File: config.mk
export PLATFORM = sky130hd
export DESIGN_NAME = note_sequencer_flat
export DESIGN_NICKNAME = d
export VERILOG_FILES = /design/src/rtl/note_sequencer_if.sv /design/src/rtl/note_sequencer.sv /design/src/flat_wrapper.sv
export SDC_FILE = /design/constraint.sdc
export NUM_CORES = 1
export LEC_CHECK = 0
export BUFFER_PORTS_ARGS = -buffer_cell sky130_fd_sc_hd__buf_2
export CAP_MARGIN = 0
export CORE_AREA = 2 2 104 106
export CTS_CLUSTER_SIZE = 28
export DETAILED_ROUTE_END_ITERATION = 6
export DIE_AREA = 0 0 106 108
export PLACE_DENSITY = 0.75
export SYNTH_ARGS = -nofsm -noshare
export SYNTH_HDL_FRONTEND = slang
export SYNTH_SLANG_ARGS = --single-unit
export TNS_END_PERCENT = 20
File: constraint.sdc
create_clock -name clk -period 2.9 [get_ports clk]
set_input_delay 0.725 -clock clk [delete_from_list [all_inputs] [get_ports clk]]
set_output_delay 0.725 -clock clk [all_outputs]
set_load 0.005 [all_outputs]
File: src/rtl/note_sequencer_if.sv
// Control, pattern-write and status bundle for note_sequencer.
// master: register/control side (drives start/stop/writes, reads status).
// slave : the sequencer itself.
interface note_sequencer_if #(
    parameter int unsigned STEPS    = 8,
    parameter int unsigned PERIOD_W = 8,
    parameter int unsigned DUR_W    = 4
);
    localparam int unsigned ADDR_W = $clog2(STEPS);

    // Control and pattern write port
    logic                start;
    logic                stop;
    logic                loop_en;
    logic                wr_en;
    logic [ADDR_W-1:0]   wr_addr;
    logic [PERIOD_W-1:0] wr_period;
    logic [DUR_W-1:0]    wr_dur;

    // Tone counter drive and status
    logic [PERIOD_W-1:0] tone_max;
    logic                tone_restart;
    logic                gate;
    logic [ADDR_W-1:0]   step;
    logic                busy;
    logic                done;

    modport master (
        output start, stop, loop_en, wr_en, wr_addr, wr_period, wr_dur,
        input  tone_max, tone_restart, gate, step, busy, done
    );

    modport slave (
        input  start, stop, loop_en, wr_en, wr_addr, wr_period, wr_dur,
        output tone_max, tone_restart, gate, step, busy, done
    );
endinterface

File: src/rtl/note_sequencer.sv
// Programmable note pattern player. Each entry holds a tone period and a
// duration in ticks (dur 0 marks end-of-pattern). Drives the tone counter's
// max value and a restart strobe at every note boundary.
// Optional build macro NOTE_SEQ_GAP_EN: gate drops during the last tick of
// every note so consecutive notes are articulated.
module note_sequencer #(
    parameter int unsigned STEPS    = 8,
    parameter int unsigned TICK_DIV = 1000,
    parameter int unsigned PERIOD_W = 8,
    parameter int unsigned DUR_W    = 4
) (
    input  logic            clk,
    input  logic            reset_n,
    note_sequencer_if.slave sif
);
    localparam int unsigned ADDR_W = $clog2(STEPS);
    localparam int unsigned TICK_W = (TICK_DIV > 1) ? $clog2(TICK_DIV) : 1;
    localparam logic [TICK_W-1:0] TICK_LAST = TICK_W'(TICK_DIV - 1);
    localparam logic [ADDR_W-1:0] STEP_LAST = ADDR_W'(STEPS - 1);

    typedef enum logic [1:0] {StIdle, StLoad, StPlay} state_e;

    state_e              state_q, state_d;
    logic [PERIOD_W-1:0] period_mem_q [STEPS];
    logic [PERIOD_W-1:0] period_mem_d [STEPS];
    logic [DUR_W-1:0]    dur_mem_q [STEPS];
    logic [DUR_W-1:0]    dur_mem_d [STEPS];
    logic [TICK_W-1:0]   tick_cnt_q, tick_cnt_d;
    logic [DUR_W-1:0]    dur_cnt_q, dur_cnt_d;
    logic [ADDR_W-1:0]   step_q, step_d;
    logic [PERIOD_W-1:0] tone_max_q, tone_max_d;
    logic                tone_restart_q, tone_restart_d;
    logic                gate_q, gate_d;
    logic                busy_q, busy_d;
    logic                done_q, done_d;

    logic [PERIOD_W-1:0] cur_period;
    logic [DUR_W-1:0]    cur_dur;
    logic                eop;

    assign cur_period = period_mem_q[step_q];
    assign cur_dur    = dur_mem_q[step_q];

    // Pattern writes land only while idle; a write alongside start is seen by the next LOAD.
    always_comb begin
        period_mem_d = period_mem_q;
        dur_mem_d    = dur_mem_q;
        if (state_q == StIdle && sif.wr_en) begin
            period_mem_d[sif.wr_addr] = sif.wr_period;
            dur_mem_d[sif.wr_addr]    = sif.wr_dur;
        end
    end

    // Pattern storage, cleared on reset.
    always_ff @(posedge clk or negedge reset_n) begin
        if (!reset_n) begin
            for (int i = 0; i < STEPS; i++) begin
                period_mem_q[i] <= '0;
                dur_mem_q[i]    <= '0;
            end
        end else begin
            period_mem_q <= period_mem_d;
            dur_mem_q    <= dur_mem_d;
        end
    end

    // Next-state and registered-output logic for the IDLE/LOAD/PLAY sequencer.
    always_comb begin
        state_d        = state_q;
        step_d         = step_q;
        tick_cnt_d     = tick_cnt_q;
        dur_cnt_d      = dur_cnt_q;
        tone_max_d     = tone_max_q;
        tone_restart_d = 1'b0;
        gate_d         = gate_q;
        done_d         = 1'b0;
        eop            = 1'b0;

        unique case (state_q)
            StIdle: begin
                gate_d = 1'b0;
                if (sif.start && !sif.stop) begin
                    state_d = StLoad;
                    step_d  = '0;
                end
            end
            StLoad: begin
                if (sif.stop) begin
                    state_d = StIdle;
                    gate_d  = 1'b0;
                end else if (cur_dur == '0) begin
                    eop = 1'b1;
                end else begin
                    tone_max_d     = cur_period;
                    tone_restart_d = 1'b1;
                    // Periods 0 and 1 are rests.
                    gate_d         = (cur_period >= PERIOD_W'(2));
                    dur_cnt_d      = cur_dur;
                    tick_cnt_d     = '0;
                    state_d        = StPlay;
                end
            end
            StPlay: begin
                if (sif.stop) begin
                    state_d = StIdle;
                    gate_d  = 1'b0;
                end else if (tick_cnt_q == TICK_LAST) begin
                    tick_cnt_d = '0;
                    dur_cnt_d  = dur_cnt_q - 1'b1;
                    if (dur_cnt_q == DUR_W'(1)) begin
                        if (step_q == STEP_LAST) begin
                            eop = 1'b1;
                        end else begin
                            step_d  = step_q + 1'b1;
                            state_d = StLoad;
                        end
                    end
                end else begin
                    tick_cnt_d = tick_cnt_q + 1'b1;
                end
            end
            default: begin
                state_d = StIdle;
                gate_d  = 1'b0;
            end
        endcase

        // End of pattern: loop back unless the pattern is empty, otherwise finish.
        if (eop) begin
            if (sif.loop_en && step_q != '0) begin
                step_d  = '0;
                state_d = StLoad;
            end else begin
                state_d = StIdle;
                done_d  = 1'b1;
                gate_d  = 1'b0;
            end
        end

`ifdef NOTE_SEQ_GAP_EN
        // Silence the final tick of each note for articulation.
        if (state_d == StPlay && dur_cnt_d == DUR_W'(1)) begin
            gate_d = 1'b0;
        end
`else
        // Gate stays continuous across consecutive non-rest notes.
`endif

        busy_d = (state_d != StIdle);
    end

    // State, counters and registered outputs.
    always_ff @(posedge clk or negedge reset_n) begin
        if (!reset_n) begin
            state_q        <= StIdle;
            step_q         <= '0;
            tick_cnt_q     <= '0;
            dur_cnt_q      <= '0;
            tone_max_q     <= '0;
            tone_restart_q <= 1'b0;
            gate_q         <= 1'b0;
            busy_q         <= 1'b0;
            done_q         <= 1'b0;
        end else begin
            state_q        <= state_d;
            step_q         <= step_d;
            tick_cnt_q     <= tick_cnt_d;
            dur_cnt_q      <= dur_cnt_d;
            tone_max_q     <= tone_max_d;
            tone_restart_q <= tone_restart_d;
            gate_q         <= gate_d;
            busy_q         <= busy_d;
            done_q         <= done_d;
        end
    end

    assign sif.tone_max     = tone_max_q;
    assign sif.tone_restart = tone_restart_q;
    assign sif.gate         = gate_q;
    assign sif.step         = step_q;
    assign sif.busy         = busy_q;
    assign sif.done         = done_q;
endmodule
File: src/flat_wrapper.sv
// flat-port wrapper written by rule: the top's interface ports become plain ports
module note_sequencer_flat 
#(
    parameter int unsigned STEPS    = 8,
    parameter int unsigned TICK_DIV = 1000,
    parameter int unsigned PERIOD_W = 8,
    parameter int unsigned DUR_W    = 4
)
  (clk, reset_n, sif_start, sif_stop, sif_loop_en, sif_wr_en, sif_wr_addr, sif_wr_period, sif_wr_dur, sif_tone_max, sif_tone_restart, sif_gate, sif_step, sif_busy, sif_done);
  note_sequencer_if #(.STEPS(STEPS), .PERIOD_W(PERIOD_W), .DUR_W(DUR_W)) sif_i ();
  input  logic clk;
  input  logic reset_n;
  input wire logic [$bits(sif_i.start)-1:0] sif_start;
  input wire logic [$bits(sif_i.stop)-1:0] sif_stop;
  input wire logic [$bits(sif_i.loop_en)-1:0] sif_loop_en;
  input wire logic [$bits(sif_i.wr_en)-1:0] sif_wr_en;
  input wire logic [$bits(sif_i.wr_addr)-1:0] sif_wr_addr;
  input wire logic [$bits(sif_i.wr_period)-1:0] sif_wr_period;
  input wire logic [$bits(sif_i.wr_dur)-1:0] sif_wr_dur;
  output wire logic [$bits(sif_i.tone_max)-1:0] sif_tone_max;
  output wire logic [$bits(sif_i.tone_restart)-1:0] sif_tone_restart;
  output wire logic [$bits(sif_i.gate)-1:0] sif_gate;
  output wire logic [$bits(sif_i.step)-1:0] sif_step;
  output wire logic [$bits(sif_i.busy)-1:0] sif_busy;
  output wire logic [$bits(sif_i.done)-1:0] sif_done;
  assign sif_i.start = sif_start;
  assign sif_i.stop = sif_stop;
  assign sif_i.loop_en = sif_loop_en;
  assign sif_i.wr_en = sif_wr_en;
  assign sif_i.wr_addr = sif_wr_addr;
  assign sif_i.wr_period = sif_wr_period;
  assign sif_i.wr_dur = sif_wr_dur;
  assign sif_tone_max = sif_i.tone_max;
  assign sif_tone_restart = sif_i.tone_restart;
  assign sif_gate = sif_i.gate;
  assign sif_step = sif_i.step;
  assign sif_busy = sif_i.busy;
  assign sif_done = sif_i.done;
  note_sequencer #(.STEPS(STEPS), .TICK_DIV(TICK_DIV), .PERIOD_W(PERIOD_W), .DUR_W(DUR_W)) u_core (.clk(clk), .reset_n(reset_n), .sif(sif_i));
endmodule
==> results of run 1 <==
==> power by group <==
group	total [mW]	internal [mW]	switching (mW)	leakage (nW)
Combinational	1.98	1.12	0.857	1.17
Clock	2.04	1.33	0.709	0.281
Sequential	3.00	2.57	0.430	1.56
Total	7.02	5.02	2.00	3.01
==> per-stage QoR <==
| step | cells | utilization (%) |
|---|---|---|
| 6_report | 640 | 69.2 |
| 3_3_place_gp | 609 | 63.4 |
| 5_1_grt | 640 | 69.2 |
| 4_1_cts | 640 | 69.1 |
| 3_5_place_dp | 609 | 63.4 |
| 2_1_floorplan | 439 | - |
==> cells by family (layout without fill, tap and decap cells) <==
group,after synthesis,count (layout),synth area share [%]
mux,140,140,30.4
flops,127,127,52.2
simple gates,76,76,6.31
compound gates,54,54,6.72
buf+inv,33,98,2.55
fa+ha+maj,9,9,1.85
==> how the worst max path moves through the flow <==
stage / endpoint
floorplan: u_core.tick_cnt_q[7]
global placement: u_core.sif.step[0]
detailed placement: u_core.sif.tone_max[7]
CTS: u_core.sif.step[0]
global route: u_core.sif.tone_max[1]
finish: u_core.sif.tone_max[1]
==> final cells by class <==
class	instances	area, sq um	area share, %
clock inverter	5	77.6	1.10
timing repair buffer	52	330	4.66
tap	136	170	2.40
sequential	127	3180	44.9
multi-input combinational	279	2770	39.1
inverter	15	56.3	0.795
clock buffer	26	498	7.03
==> per-layer routing <==
layer	GRT usage [%]	up-vias	routed length [um]
met5	0	-	0
met4	9.30	0	197
met3	5.36	19	698
met2	41.6	120	6640
met1	34.6	2048	5750
li1	-	1752	-
==> worst register-to-register path, cell delays in order (launching register included) <==
cell and delay (ns):
dfrtp_2 0.56, mux4_2 0.55, mux2_2 0.34, o41ai_4 0.40
nor2_1 0.22, buf_4 0.22, mux2_1 0.31
==> registers in the layout, indices dropped and copies added (netlist names) <==
name	flops
u_core.sif.busy	1
u_core.dur_cnt_q	4
u_core.sif.step	3
u_core.sif.done	1
u_core.sif.tone_max	8
u_core.sif.gate	1
u_core.sif.tone_restart	1
u_core.period_mem_q	64
u_core.state_q	2
u_core.tick_cnt_q	10
u_core.dur_mem_q	32
==> cells in the final DEF, fill, tap and decap left out, types with 3 or more instances in the layout <==
| master | count |
|---|---|
| dfrtp_1 | 126 |
| mux2_2 | 106 |
| buf_2 | 34 |
| mux4_2 | 24 |
| nor2_1 | 19 |
| nand2_1 | 18 |
| clkbuf_16 | 16 |
| buf_4 | 16 |
| inv_1 | 13 |
| nand3_1 | 13 |
| o21ai_1 | 11 |
| o21ai_0 | 9 |
| ha_1 | 9 |
| mux2_1 | 7 |
| a21oi_1 | 6 |
| clkbuf_8 | 6 |
| or3_1 | 4 |
| o211ai_1 | 4 |
| o31ai_2 | 4 |
| clkbuf_1 | 4 |
| nor4_1 | 3 |
| and3_1 | 3 |
==> repair_timing <==
action                                 4_1_cts  5_1_grt
endpoints found under the hold margin        0        0
setup endpoints to repair                    0        5
gates resized for setup                      0        3
==> reports/summary.txt, run 1 <==
Register area share after synthesis: 52.2%
Hold WS: 0.247 ns
Layout Nets: 522
# fillers: 726
Max Cap Viol: 0
Antenna viol nets, final: 0
Worst Path Buf+Inv: 1
Minimum clock period: 2.72 ns
RSZ-0062 raised after global routing: no
Slack of the critical path: 0.175 ns
WP data required: 3.29 ns
Async S/R FF share, synth: 100%
Yosys cell types: 51
Cts hold-fix bufs: 0
Synth Area per Inst: 13.9 sq um
Die X-Extent: 106 um
Placeable Area: 0.0102 sq mm
Fin crit share: 94.0%
Yosys top cell area share: 52.2%
Clk_lat worst skew: 0.51 ns
Syn Nets: 469
Vias: 3939
Beginning of the critical path: u_core.sif.step[0]
Routed WL: 13300 um
Worst Setup End Kind: register
CP cell instances: mux4_2 > mux2_2 > o41ai_4 > nor2_1 > buf_4 > mux2_1
Fin Setup TNS: 0 ns
Status: finished, final reports clean
CP arrival: 3.12 ns
Area leader, netlist: dfrtp_1
First-pass GRT wire length: 22000 um
Share of layout cells above drive strength 1: 45.2%
Slew margin rel.: 44.8%
EDFF count, synth: 0
Fmax: 367 MHz
Setup Buffers After CTS: 0
Initial Util: 59.5%
Routability cong.: 0.908
1st-iter DRT viols: 267
Leakage power: 3.01 nW
Worst path slowest cell: dfrtp_2
RR Endpoint: u_core.sif.tone_max[1]
Total congestion overflow: 0
Dominant synthesized flop cell: dfrtp_1
Clk slew on worst S/H paths: 0.06 ns
Largest net degree at the start of global routing: 50
Die Ht: 108 um
Drt pass-1 iters: 4
Ports: 36
CTS tree: yes
Worst-path maximum fanout: 10
Count leader, synth: dfrtp_1
Final setup violation count: 0
Commonest cells in the netlist: 127 x dfrtp_1, 106 x mux2_2, 24 x mux4_2, 19 x nor2_1, 18 x nand2_1
Synthesized cell area: 0.00609 sq mm
Skew final: 0.00655 ns
Kind of critical path: reg -> reg
Area growth from synthesis to layout: 16.4%
Design Area, Final: 0.00708 sq mm
Total GRT Usage: 25.6%
PD cells: 991 mW/mm^2
Cells after Synth: 439
Vias in the first global route: 4205
Hold Crit Class: in -> async
Post-Place Cell Area: 0.00649 sq mm
Crit path max-delay family: multiplexers
Via density: 6.15
H-tree lvl count: 4
Die footprint: 0.0114 sq mm
Clk root buf: clkbuf_8
Antenna cells: 0
FF+latch count, synth: 127
Port bufs: 35
Setup WS pre-CTS: 0.207 ns
Max Slew Vio Count: 0
R2r setup slk: 0.18 ns
Post-DR wirelength/cell: 20.8 um
Num rows: 37
# clock sinks: 127
Worst r2r src: u_core.sif.step[0]
Initial antenna violation count: 0
Crit start category: register
DRC: 0
Worst slew pin tran: 0.828 ns
CP max stage delay: 0.56 ns
Cts bufs inserted: 17
YS warnings: 0
Area contributors post-synth: dfrtp_1 52%, mux2_2 20%, mux4_2 8.9%
Clk buf depth: 2
Register-to-Register Path Depth: 6
Power Total: 7.02 mW
Cell depth of the worst setup path: 6
Fin. Hold Viols: 0
Hpwl dp: 8650 um
Peak supply drop: 0.000533 V
No activity file was read; power rests on OpenSTA's default activity.
==> run 2: changes to the inputs <==
--- a/config.mk
+++ b/config.mk
@@ -9,8 +9,10 @@
 export CAP_MARGIN = 0
 export CORE_AREA = 2 2 104 106
+export CTS_BUF_LIST = sky130_fd_sc_hd__clkbuf_4
 export CTS_CLUSTER_SIZE = 28
 export DETAILED_ROUTE_END_ITERATION = 6
 export DIE_AREA = 0 0 106 108
 export PLACE_DENSITY = 0.75
+export SETUP_SLACK_MARGIN = 0.5
 export SYNTH_ARGS = -nofsm -noshare
 export SYNTH_HDL_FRONTEND = slang
==> constraint.sdc (replaced) <==
create_clock -name clk -period 2.9 [get_ports clk]
set_input_delay 0.725 -clock clk [delete_from_list [all_inputs] [get_ports clk]]
set_output_delay 0.725 -clock clk [all_outputs]
set_load 0.01 [all_outputs]
==> run 2 against run 1 <==
  * Register-to-register slack better by 0.16 ns
  * Die area unchanged
  * Utilization down 2.3 points
  * Hold slack worse by 0.13 ns
  * Clock skew up 0.015 ns
  * Critical endpoint is now u_core.tick_cnt_q[9]
  * Combinational power up 3%
  * Sequential power about the same
  * Critical path type unchanged
==> reports/summary.txt, run 2 (same netlist as run 1, synthesis figures left out) <==
WP data required: 3.30 ns
Cts hold-fix bufs: 0
Clk root buf: clkbuf_4
Max FFs per register: 64
Power Total: 6.28 mW
Worst path slowest cell: or4_4
Biggest register: u_core.period_mem_q
Vias in the first global route: 4098
Routing usage on met1: 34.0%
Met2 Use GR: 41.0%
1st-iter DRT viols: 257
Clk_lat worst skew: 0.52 ns
Vias: 3938
Total GRT Usage: 25.4%
Share of layout cells above drive strength 1: 45.6%
Clk buf depth: 2
Fin crit share: 88.6%
Drt pass-1 iters: 5
Top Registers: u_core.period_mem_q x64, u_core.dur_mem_q x32, u_core.tick_cnt_q x10
Worst Setup End Kind: register
Met3 usage: 6.63%
Total congestion overflow: 0
Post-Place Cell Area: 0.00648 sq mm
Antenna viol nets, final: 0
Die Ht: 108 um
Final setup violation count: 0
Die footprint: 0.0114 sq mm
Status: finished, final reports clean
First-pass GRT wire length: 21700 um
Num rows: 37
Setup WS pre-CTS: 0.0929 ns
DRC: 0
Fin. Hold Viols: 0
Most common cell after layout, fill and taps aside: dfrtp_1
Hpwl dp: 8720 um
Slack of the critical path: 0.331 ns
Clk slew on worst S/H paths: 0.12 ns
CP cell instances: buf_12 > mux4_2 > mux2_4 > or4_4 > o21ai_4 > or2_4 > o41ai_1
Antenna cells: 0
H-tree lvl count: 4
Via density: 6.11
Worst-path maximum fanout: 7
Hold WS: 0.113 ns
Max Slew Vio Count: 0
Non-Filler Instances: 645
Skew final: 0.0220 ns
Die X-Extent: 106 um
Initial Util: 59.5%
Grt peak-use layer: met2
Inst Count DP: 609
Minimum clock period: 2.57 ns
CP arrival: 2.97 ns
Routed WL: 13000 um
CP max stage delay: 0.58 ns
Slew margin rel.: 49.7%
Initial antenna violation count: 0
Peak supply drop: 0.000544 V
# clock sinks: 127
Routability cong.: 0.913
Fin util: 66.9%
Worst slew pin tran: 0.755 ns
Port bufs: 35
CTS tree: yes
Ports: 36
Design Area, Final: 0.00685 sq mm
Most frequent cells in the layout: 125 x dfrtp_1, 103 x mux2_2, 34 x buf_2
Kind of critical path: reg -> reg
Largest net degree at the start of global routing: 49
Fin Setup TNS: 0 ns
Layout Nets: 526
Post-DR wirelength/cell: 20.2 um
Crit start category: register
Cts bufs inserted: 17
Max Cap Viol: 0
Area growth from synthesis to layout: 12.5%
PD cells: 918 mW/mm^2
Fmax: 389 MHz
Hold Crit Class: in -> async
Placeable Area: 0.0102 sq mm
RSZ-0062 raised after global routing: yes
Leakage power: 2.92 nW
-- run 2: changes by cell type in the layout (fill, tap and decap cells not counted), moves of 2 or more --
| cell | previous run | this run |
|---|---|---|
| clkbuf_16 | 16 | 0 |
| mux2_2 | 106 | 103 |
| nor4_2 | 2 | 0 |
| clkinv_4 | 0 | 2 |
| clkbuf_8 | 6 | 0 |
| mux2_4 | 1 | 4 |
| clkinv_1 | 0 | 4 |
| clkbuf_4 | 0 | 20 |
| clkbuf_1 | 4 | 0 |
| buf_4 | 16 | 19 |
-- run 2: what timing repair did --
action                                 4_1_cts  5_1_grt
buffers inserted                             3        0
gates cloned                                 0        1
endpoints found under the hold margin        0        0
pin swaps                                    0        2
setup endpoints to repair                   28       29
resized for setup                            5        4
-- run 2: cell type report --
type,count,area (sq um)
multi-input combinational,279,2780
inverter,15,56.3
tap,136,170
timing repair buffer,56,364
clock buffer,20,150
clock inverter,12,144
sequential,127,3180
fill,714,3380
-- run 2: metal layers --
metal / vias to the layer above / share of wire (%)
li1: 1761 / -
met1: 2041 / 43
met2: 120 / 50
met3: 16 / 5.3
met4: 0 / 2.0
met5: - / 0
-- run 2: power breakdown --
part	internal, mW	total (mW)	switching (mW)
logic	1.15	2.04	0.893
clock network	0.619	1.25	0.631
registers	2.56	2.99	0.431
total	4.33	6.28	1.95
-- run 2: critical path, delay by kind of cell (launching register included) --
kind / cells / cell delay, ns
buffers and inverters: 1 / 0.12
AO/OA/AOI/OAI: 2 / 0.31
AND/OR/NAND/NOR: 2 / 0.80
multiplexers: 2 / 0.80
flip-flops: 1 / 0.42
-- run 2: final timing paths --
| kind | start | endpoint | slack [ns] | cells past startpoint |
|---|---|---|---|---|
| setup / recovery | u_core.sif.step[0] | u_core.tick_cnt_q[9] | 0.33 | 7 |
| hold / removal | reset_n | u_core.sif.step[0] | 0.11 | 1 |
| setup reg to reg | u_core.sif.step[0] | u_core.tick_cnt_q[9] | 0.33 | 7 |
| hold reg to reg | u_core.sif.tone_max[4] | u_core.sif.tone_max[4] | 0.50 | 1 |
| max in group asynchronous | reset_n | u_core.dur_mem_q[14] | 2.06 | 2 |
| min in group clk | u_core.sif.tone_max[4] | u_core.sif.tone_max[4] | 0.50 | 1 |
